===== config.mk =====
export PLATFORM = sky130hd
export DESIGN_NAME = fetch_buffer
export DESIGN_NICKNAME = d
export VERILOG_FILES = /design/src/rtl/fetch_buffer.sv
export SDC_FILE = /design/constraint.sdc
export NUM_CORES = 1
export LEC_CHECK = 0
export CORE_UTILIZATION = 40
export CTS_CLUSTER_SIZE = 20
export DETAILED_ROUTE_END_ITERATION = 8
export MAX_ROUTING_LAYER = met4
export PLACE_DENSITY = 0.7
export SLEW_MARGIN = 30
export SYNTH_ARGS = -nofsm -noshare
export SYNTH_HDL_FRONTEND = slang
export SYNTH_SLANG_ARGS = --single-unit

===== constraint.sdc =====
create_clock -name clock -period 3.35 [get_ports clock]
set_clock_uncertainty 0.15 [all_clocks]
set_input_delay 0.67 -clock clock [delete_from_list [all_inputs] [get_ports clock]]
set_output_delay 0.67 -clock clock [all_outputs]
set_load 0.01 [all_outputs]

===== src/rtl/fetch_buffer.sv =====
// In-order instruction fetch queue: credit-limited request issue, response queue, redirect with response draining.
// Define FETCH_STALL_CNT_EN to add the saturating stall_count output.
module fetch_buffer #(
  parameter int                    DATA_WIDTH = 32,
  parameter int                    ADDR_WIDTH = 32,
  parameter int                    DEPTH      = 4,
  parameter logic [ADDR_WIDTH-1:0] START_ADDR = 32'h8002_0000,
  parameter int                    PC_STEP    = 4
) (
  input  logic                  clock,
  input  logic                  reset_n,
  input  logic                  enable_fetch,
  output logic [ADDR_WIDTH-1:0] mem_addr,
  output logic                  mem_enable,
  output logic                  mem_rw,
  output logic [1:0]            mem_access_size,
  input  logic                  mem_busy,
  input  logic                  mem_rvalid,
  input  logic [DATA_WIDTH-1:0] mem_data_out,
  input  logic                  redirect_valid,
  input  logic [ADDR_WIDTH-1:0] redirect_pc,
  output logic                  insn_valid,
  output logic [DATA_WIDTH-1:0] insn,
  output logic [ADDR_WIDTH-1:0] insn_pc,
`ifdef FETCH_STALL_CNT_EN
  output logic [31:0]           stall_count,
`endif
  input  logic                  decode_ready
);
  localparam int                    PW      = $clog2(DEPTH);
  localparam int                    CW      = PW + 1;
  localparam logic [CW:0]           DEPTH_C = (CW+1)'(DEPTH);
  localparam logic [ADDR_WIDTH-1:0] STEP_C  = ADDR_WIDTH'(PC_STEP);

  logic [ADDR_WIDTH-1:0] r_pc;
  logic [ADDR_WIDTH-1:0] r_resp_pc;
  logic [PW-1:0]         r_rd_ptr;
  logic [PW-1:0]         r_wr_ptr;
  logic [CW-1:0]         r_count;
  logic [CW-1:0]         r_outst;
  logic [CW-1:0]         r_drop;
  logic [DATA_WIDTH-1:0] r_data [DEPTH];
  logic [ADDR_WIDTH-1:0] r_qpc  [DEPTH];

  logic          w_credit;
  logic          w_accept;
  logic          w_push;
  logic          w_pop;
  logic [CW-1:0] w_outst_next;

  // Credit counts queued plus in-flight words so every response always has a free slot.
  always_comb begin
    w_credit     = ({1'b0, r_count} + {1'b0, r_outst}) < DEPTH_C;
    mem_enable   = reset_n && enable_fetch && !redirect_valid && w_credit;
    w_accept     = mem_enable && !mem_busy;
    w_push       = mem_rvalid && (r_drop == '0) && !redirect_valid;
    w_pop        = insn_valid && decode_ready;
    w_outst_next = r_outst + CW'(w_accept) - CW'(mem_rvalid);
  end

  assign mem_addr        = r_pc;
  assign mem_rw          = 1'b1;
  assign mem_access_size = 2'b00;
  assign insn_valid      = (r_count != '0);
  assign insn            = r_data[r_rd_ptr];
  assign insn_pc         = r_qpc[r_rd_ptr];

  // Responses arrive in order, so r_resp_pc tracks the PC of the next non-dropped response.
  always_ff @(posedge clock) begin
    if (!reset_n) begin
      r_pc      <= START_ADDR;
      r_resp_pc <= START_ADDR;
      r_rd_ptr  <= '0;
      r_wr_ptr  <= '0;
      r_count   <= '0;
      r_outst   <= '0;
      r_drop    <= '0;
      r_data    <= '{default: '0};
      r_qpc     <= '{default: '0};
    end else if (redirect_valid) begin
      r_pc      <= redirect_pc;
      r_resp_pc <= redirect_pc;
      r_rd_ptr  <= '0;
      r_wr_ptr  <= '0;
      r_count   <= '0;
      r_outst   <= w_outst_next;
      r_drop    <= w_outst_next;
    end else begin
      r_outst <= w_outst_next;
      r_count <= r_count + CW'(w_push) - CW'(w_pop);
      if (w_accept) begin
        r_pc <= r_pc + STEP_C;
      end
      if (mem_rvalid && (r_drop != '0)) begin
        r_drop <= r_drop - CW'(1);
      end
      if (w_push) begin
        r_data[r_wr_ptr] <= mem_data_out;
        r_qpc[r_wr_ptr]  <= r_resp_pc;
        r_wr_ptr         <= r_wr_ptr + PW'(1);
        r_resp_pc        <= r_resp_pc + STEP_C;
      end
      if (w_pop) begin
        r_rd_ptr <= r_rd_ptr + PW'(1);
      end
    end
  end

`ifdef FETCH_STALL_CNT_EN
  logic [31:0] r_stall_cnt;

  // Saturating count of cycles where decode holds off a valid head; redirects leave it alone.
  always_ff @(posedge clock) begin
    if (!reset_n) begin
      r_stall_cnt <= 32'd0;
    end else if (insn_valid && !decode_ready && (r_stall_cnt != 32'hFFFF_FFFF)) begin
      r_stall_cnt <= r_stall_cnt + 32'd1;
    end
  end

  assign stall_count = r_stall_cnt;
`endif
endmodule

=== After elaboration in Yosys (flattened, before gate mapping) ===
Index checks and enable logic that the tools add are counted.
W data, S select, Z words.

* Add/subtract/negate cells: 10
* $lt $le $gt $ge: 4
* Muxes and demuxes: 16
* Bitwise gates (word level): 4
* Reduce and logical (&&, ||, !) cells: 19

{| class="wikitable"
|+ Operators with widths
! operator !! number
|-
| $mux W32 || 9
|-
| $bwmux W128 || 2
|-
| $bmux W32 S2 || 2
|-
| $add A32 B3 Y32 const B || 2
|-
| $demux W32 S2 || 1
|-
| $logic_and A1 B1 Y1 || 9
|-
| $add A3 B1 Y3 || 2
|-
| $ge A3 B3 Y1 const B || 2
|-
| $mux W3 || 2
|-
| $not A2 Y3 || 2
|-
| $reduce_bool A2 Y1 || 3
|-
| $reduce_bool A3 Y1 || 2
|-
| $sub A3 B1 Y3 || 2
|-
| $add A2 B1 Y2 const B || 2
|-
| $add A3 B3 Y4 || 1
|-
| $lt A4 B3 Y1 const B || 1
|-
| $logic_not A3 Y1 || 1
|-
| $lt A3 B1 Y1 const B || 1
|-
| $sub A3 B1 Y3 const B || 1
|-
| $logic_not A1 Y1 || 2
|-
| $not A1 Y1 || 2
|-
| $reduce_and A2 Y1 || 1
|-
| $reduce_or A2 Y1 || 1
|}

* Register bits after elaboration: 333
* Bits of input ports: 71
* Output and inout port bits: 101
* Word-level logic and storage cells: 68

=== Longest topological paths before layout ===
* Depth in word-level cells: 7
* Gate-level depth with buffers: 13

=== Worst setup path after synthesis ===
Ideal clock, no wire load.

* Path kind: input to register
* From: input port redirect_valid
* To: register r_drop[2]
* Library setup time: 0.117 ns
* Arrival: 2.879 ns
* Data required time: 3.083 ns
* Setup slack: 0.205 ns
* Stages on the path: 13
* Buffers on the path: 2
* Cell sequence: buf_2 nor2b_4 and3_1 inv_2 clkbuf_1 ha_1 inv_1 ha_1 fa_1 xnor2_1 xnor2_1 and2_1 a22o_1

* Longest elaborated chain between the ends: 7
* Elaborated cells between the ends (all ways): 8
* Those cells by class: add/sub: 2; mux: 1; reduce/logical: 5

{| class="wikitable"
|+ Ends and longest elaborated chain
! item !! RTL line !! text
|-
| start: declaration || 20 || <nowiki>input logic redirect_valid,</nowiki>
|-
| $logic_not A1 Y1 || 54 || <nowiki>mem_enable = reset_n && enable_fetch && !redirect_valid && w_credit;</nowiki>
|-
| $logic_and A1 B1 Y1 (2 in a row) || 54 ||
|-
| $logic_and A1 B1 Y1 || 55 || <nowiki>w_accept = mem_enable && !mem_busy;</nowiki>
|-
| $add A3 B1 Y3 || 58 || <nowiki>w_outst_next = r_outst + CW'(w_accept) - CW'(mem_rvalid);</nowiki>
|-
| $sub A3 B1 Y3 || 58 ||
|-
| $mux W3 || 80 || <nowiki>end else if (redirect_valid) begin</nowiki>
|-
| end signal: assignment || 87 || <nowiki>r_drop <= w_outst_next;</nowiki>
|-
| end signal: assignment || 95 || <nowiki>r_drop <= r_drop - CW'(1);</nowiki>
|-
| end: declaration || 41 || <nowiki>logic [CW-1:0] r_drop;</nowiki>
|}

Parallel ways exist; a longest one is shown, timed or not.
A chain may end at the register's enable or synchronous reset.

=== Final worst setup path ===
* From: register r_rd_ptr[0]
* To: output port insn_pc[27]

* Longest elaborated chain between the ends: 4

{| class="wikitable"
|+ Ends and longest elaborated chain
! item !! RTL line !! text
|-
| start: declaration || 37 || <nowiki>logic [PW-1:0] r_rd_ptr;</nowiki>
|-
| start signal: assignment || 104 || <nowiki>r_rd_ptr <= r_rd_ptr + PW'(1);</nowiki>
|-
| $not A2 Y3 (implied by the code) || 66 || <nowiki>assign insn_pc = r_qpc[r_rd_ptr];</nowiki>
|-
| $bmux W32 S2 || 66 ||
|-
| $mux W32 (implied by the code) (2 in a row) || 66 ||
|-
| end: declaration || 24 || <nowiki>output logic [ADDR_WIDTH-1:0] insn_pc,</nowiki>
|}

No other way between the ends. The select of a mux whose other input is x is not followed.

==> summary.txt <==
Global Route met2 Usage -> 0.363
share of layout cells above drive strength 1 -> 0.102
CTS Root Cell -> clkbuf_16
via density per instance -> 5.44
Crit path buffers/inverters -> 2
GR peak layer -> met2
Chip Width -> 193 µm
CP Data Required Time -> 2.53 ns
leading cell type in the layout, fill and taps excluded -> nand2_1
IO Port Bufs -> 168
overflow left after global routing -> 0
Post-synth EDFFs -> 0
TritonRoute pass-1 iters -> 7
worst hold path class -> flip-flop to flip-flop
Synth Register Bits -> 333
register area -> 6670 µm²
GR Util All Layers -> 0.225
vias in the first global route -> 12400
total CTS buffers -> 36
met1 usage -> 0.295
IO Pins -> 172
hold wc startpoint -> r_data[64]$_SDFFE_PN0P_
Syn Inst Count -> 1722
# nets final -> 1915
first-pass GRT wire length -> 64500 µm
final worst path period share -> 0.958
largest net degree at the start of global routing -> 62
number of distinct library cells after synthesis -> 59
final hold viol count -> 0
DR vias -> 12600
ANT cells -> 0
Synth Flop Type -> dfxtp_1
crit start category -> flip-flop
Synth Cell Area -> 14500 µm²
Setup Fix Bufs, Post-CTS -> 0
Die H -> 193 µm
H-tree depth -> 2
crit path kind -> flip-flop to output port
max-slew violations -> 0
Initial Util -> 0.408
endpoint class of the critical path -> output port
Power Density -> 514 nW/µm²
Final Critical Period -> 3.21 ns
placer congestion estimate -> 0.861
Design Power -> 9190 µW
Worst VDD drop -> 0.000286 V
Largest stage delay, worst path -> 0.57 ns
final instance area -> 17900 µm²
CP delay by family, top -> buffers and inverters
Final HPWL DP -> 25500 µm
R2R Setup Slk -> 0.35 ns
unrepaired setup endpoints after global routing -> no
r2r endpoint -> r_drop[2]$_SDFFE_PN0P_
Max-slew headroom -> 0.582
Post-DP Area -> 16700 µm²
Max Clk Rate -> 311 MHz
biggest fanout along the worst timing path -> 13
Leakage -> 0.00593 µW
setup violators final -> 0
num rows -> 69
hold endpoint -> r_data[64]$_SDFFE_PN0P_
Worst Tran Pin Value -> 0.625 ns
final worst setup slack -> 0.139 ns
Final Util -> 0.502
initial antenna violation count -> 0
Multi-input gate area -> 7180 µm²
Clock Path Buffers -> 3
clk sink count -> 333
CTS resizes -> 0
WL final -> 40200 µm
synth warn -> 0
Die ar. -> 37100 µm²
initial drt markers -> 808
wire length per cell -> 17.4 µm
Area growth syn-to-layout -> 23.1%
CTS tree -> done
DR DRC count -> 22
Worst R2R Start -> r_count[2]$_SDFF_PP0_
Crit-path slowest cell -> mux4_2
Worst-path clk slew -> 0.06 ns
fillers -> 3288
Max-Cap Viols -> 0
Worst Reg-to-Reg Cells -> 12
violated checks -> design-rule violations
CP cell instances -> buf_4 -> mux4_2 -> clkdlybuf4s50_1
Mapped Avg Cell Area -> 8.44 µm²
CORE AREA -> 35700 µm²
Async SR Flop Fraction -> 0
Clock Latency Late Sink -> 0.53 ns
status -> complete, but fails checks
setup_tns -> 0 ns
# hold bufs at CTS -> 0
DP Worst Slack -> -0.0729 ns
met3 global-route usage -> 0.0311
sequential share of the synthesized area -> 0.458
crit path DAT -> 2.39 ns
worst hold path depth -> 2
most frequent cells in the layout -> nand2_1, dfxtp_1, a21oi_1
Final ANT Viol Nets -> 0
-- sequential cells by signal, indices dropped and copies added, names as in the netlist --
signal	count
r_qpc	128
r_drop	3
r_wr_ptr	2
r_data	128
r_outst	3
r_resp_pc	32
mem_addr	32
r_count	3
r_rd_ptr	2
-- cells in the mapped netlist (21+ instances only) --
library cell / n / share of area
o21ai_0: 35 / 0.012
nand3_1: 21 / 0.0072
nor2_1: 24 / 0.0062
nand2_1: 564 / 0.15
xnor2_1: 32 / 0.019
clkbuf_1: 77 / 0.020
mux4_2: 64 / 0.099
a21oi_1: 307 / 0.11
nand4_1: 22 / 0.0095
buf_2: 52 / 0.018
dfxtp_1: 333 / 0.46
and3_1: 22 / 0.0095
-- stage by stage --
step / hold WS [ns] / cells
finish: 0.302 / 2316
global route: 0.319 / 2316
CTS: 0.304 / 2316
detailed placement: 0.296 / 2251
global placement: 0.288 / 2251
floorplan: 0.283 / 1723
-- where the power goes --
| part | total (µW) | switching, µW | leakage, µW | internal [µW] |
|---|---|---|---|---|
| clock network | 3920 | 1640 | 0.000582 | 2280 |
| registers | 4240 | 146 | 0.00270 | 4090 |
| logic | 1040 | 546 | 0.00264 | 489 |
-- logic make-up (layout without fill, tap and decap cells) --
kind of cell               Yosys count  in the layout  synth area share
xor gates and xnor gates            45             45            0.0271
AOI/OAI and AO/OA                  379            379             0.138
muxes                               65             65            0.0998
adders and majority gates           16             16            0.0148
buffers and inverters              165            297            0.0493
DFF                                333            333             0.458
other                                2              3          0.000516
and+or+nand+nor                    717            717             0.212
-- worst register-to-register path, cell delays in order, from the launching register on --
cell,delay [ns]
dfxtp_1,0.33
ha_1,0.30
nor4b_2,0.29
and3_1,0.23
inv_2,0.04
ha_1,0.26
inv_1,0.04
ha_1,0.19
fa_1,0.38
xnor2_1,0.19
xnor2_1,0.08
and2_1,0.17
a22o_1,0.23
-- routing by layer --
metal	wire length, µm	share of wire
met4	718	0.018
met1	17700	0.44
met5	0	0
met2	18900	0.47
met3	2940	0.073
-- worst max-delay path by stage --
| stage | from | to | slack (ns) | cells past startpoint |
|---|---|---|---|---|
| 2_1_floorplan | redirect_valid | r_drop[2]$_SDFFE_PN0P_ | 0.20 | 13 |
| 3_3_place_gp | enable_fetch | r_drop[2]$_SDFFE_PN0P_ | -0.03 | 12 |
| 3_5_place_dp | enable_fetch | r_drop[2]$_SDFFE_PN0P_ | -0.07 | 12 |
| 4_1_cts | r_rd_ptr[0]$_SDFFE_PP0P_ | insn_pc[27] | 0.11 | 3 |
| 5_1_grt | r_rd_ptr[0]$_SDFFE_PP0P_ | insn_pc[1] | 0.06 | 3 |
| 6_report | r_rd_ptr[0]$_SDFFE_PP0P_ | insn_pc[27] | 0.14 | 3 |
-- layout make-up --
class,count,share of cell area
Tap cell,461,0.0322
Clock buffer,49,0.0559
Timing Repair Buffer,210,0.123
Inverter,22,0.00503
Clock inverter,16,0.00937
Multi-Input combinational cell,1225,0.401
Sequential cell,333,0.373
Note: power is estimated with default switching activity, not from simulation.
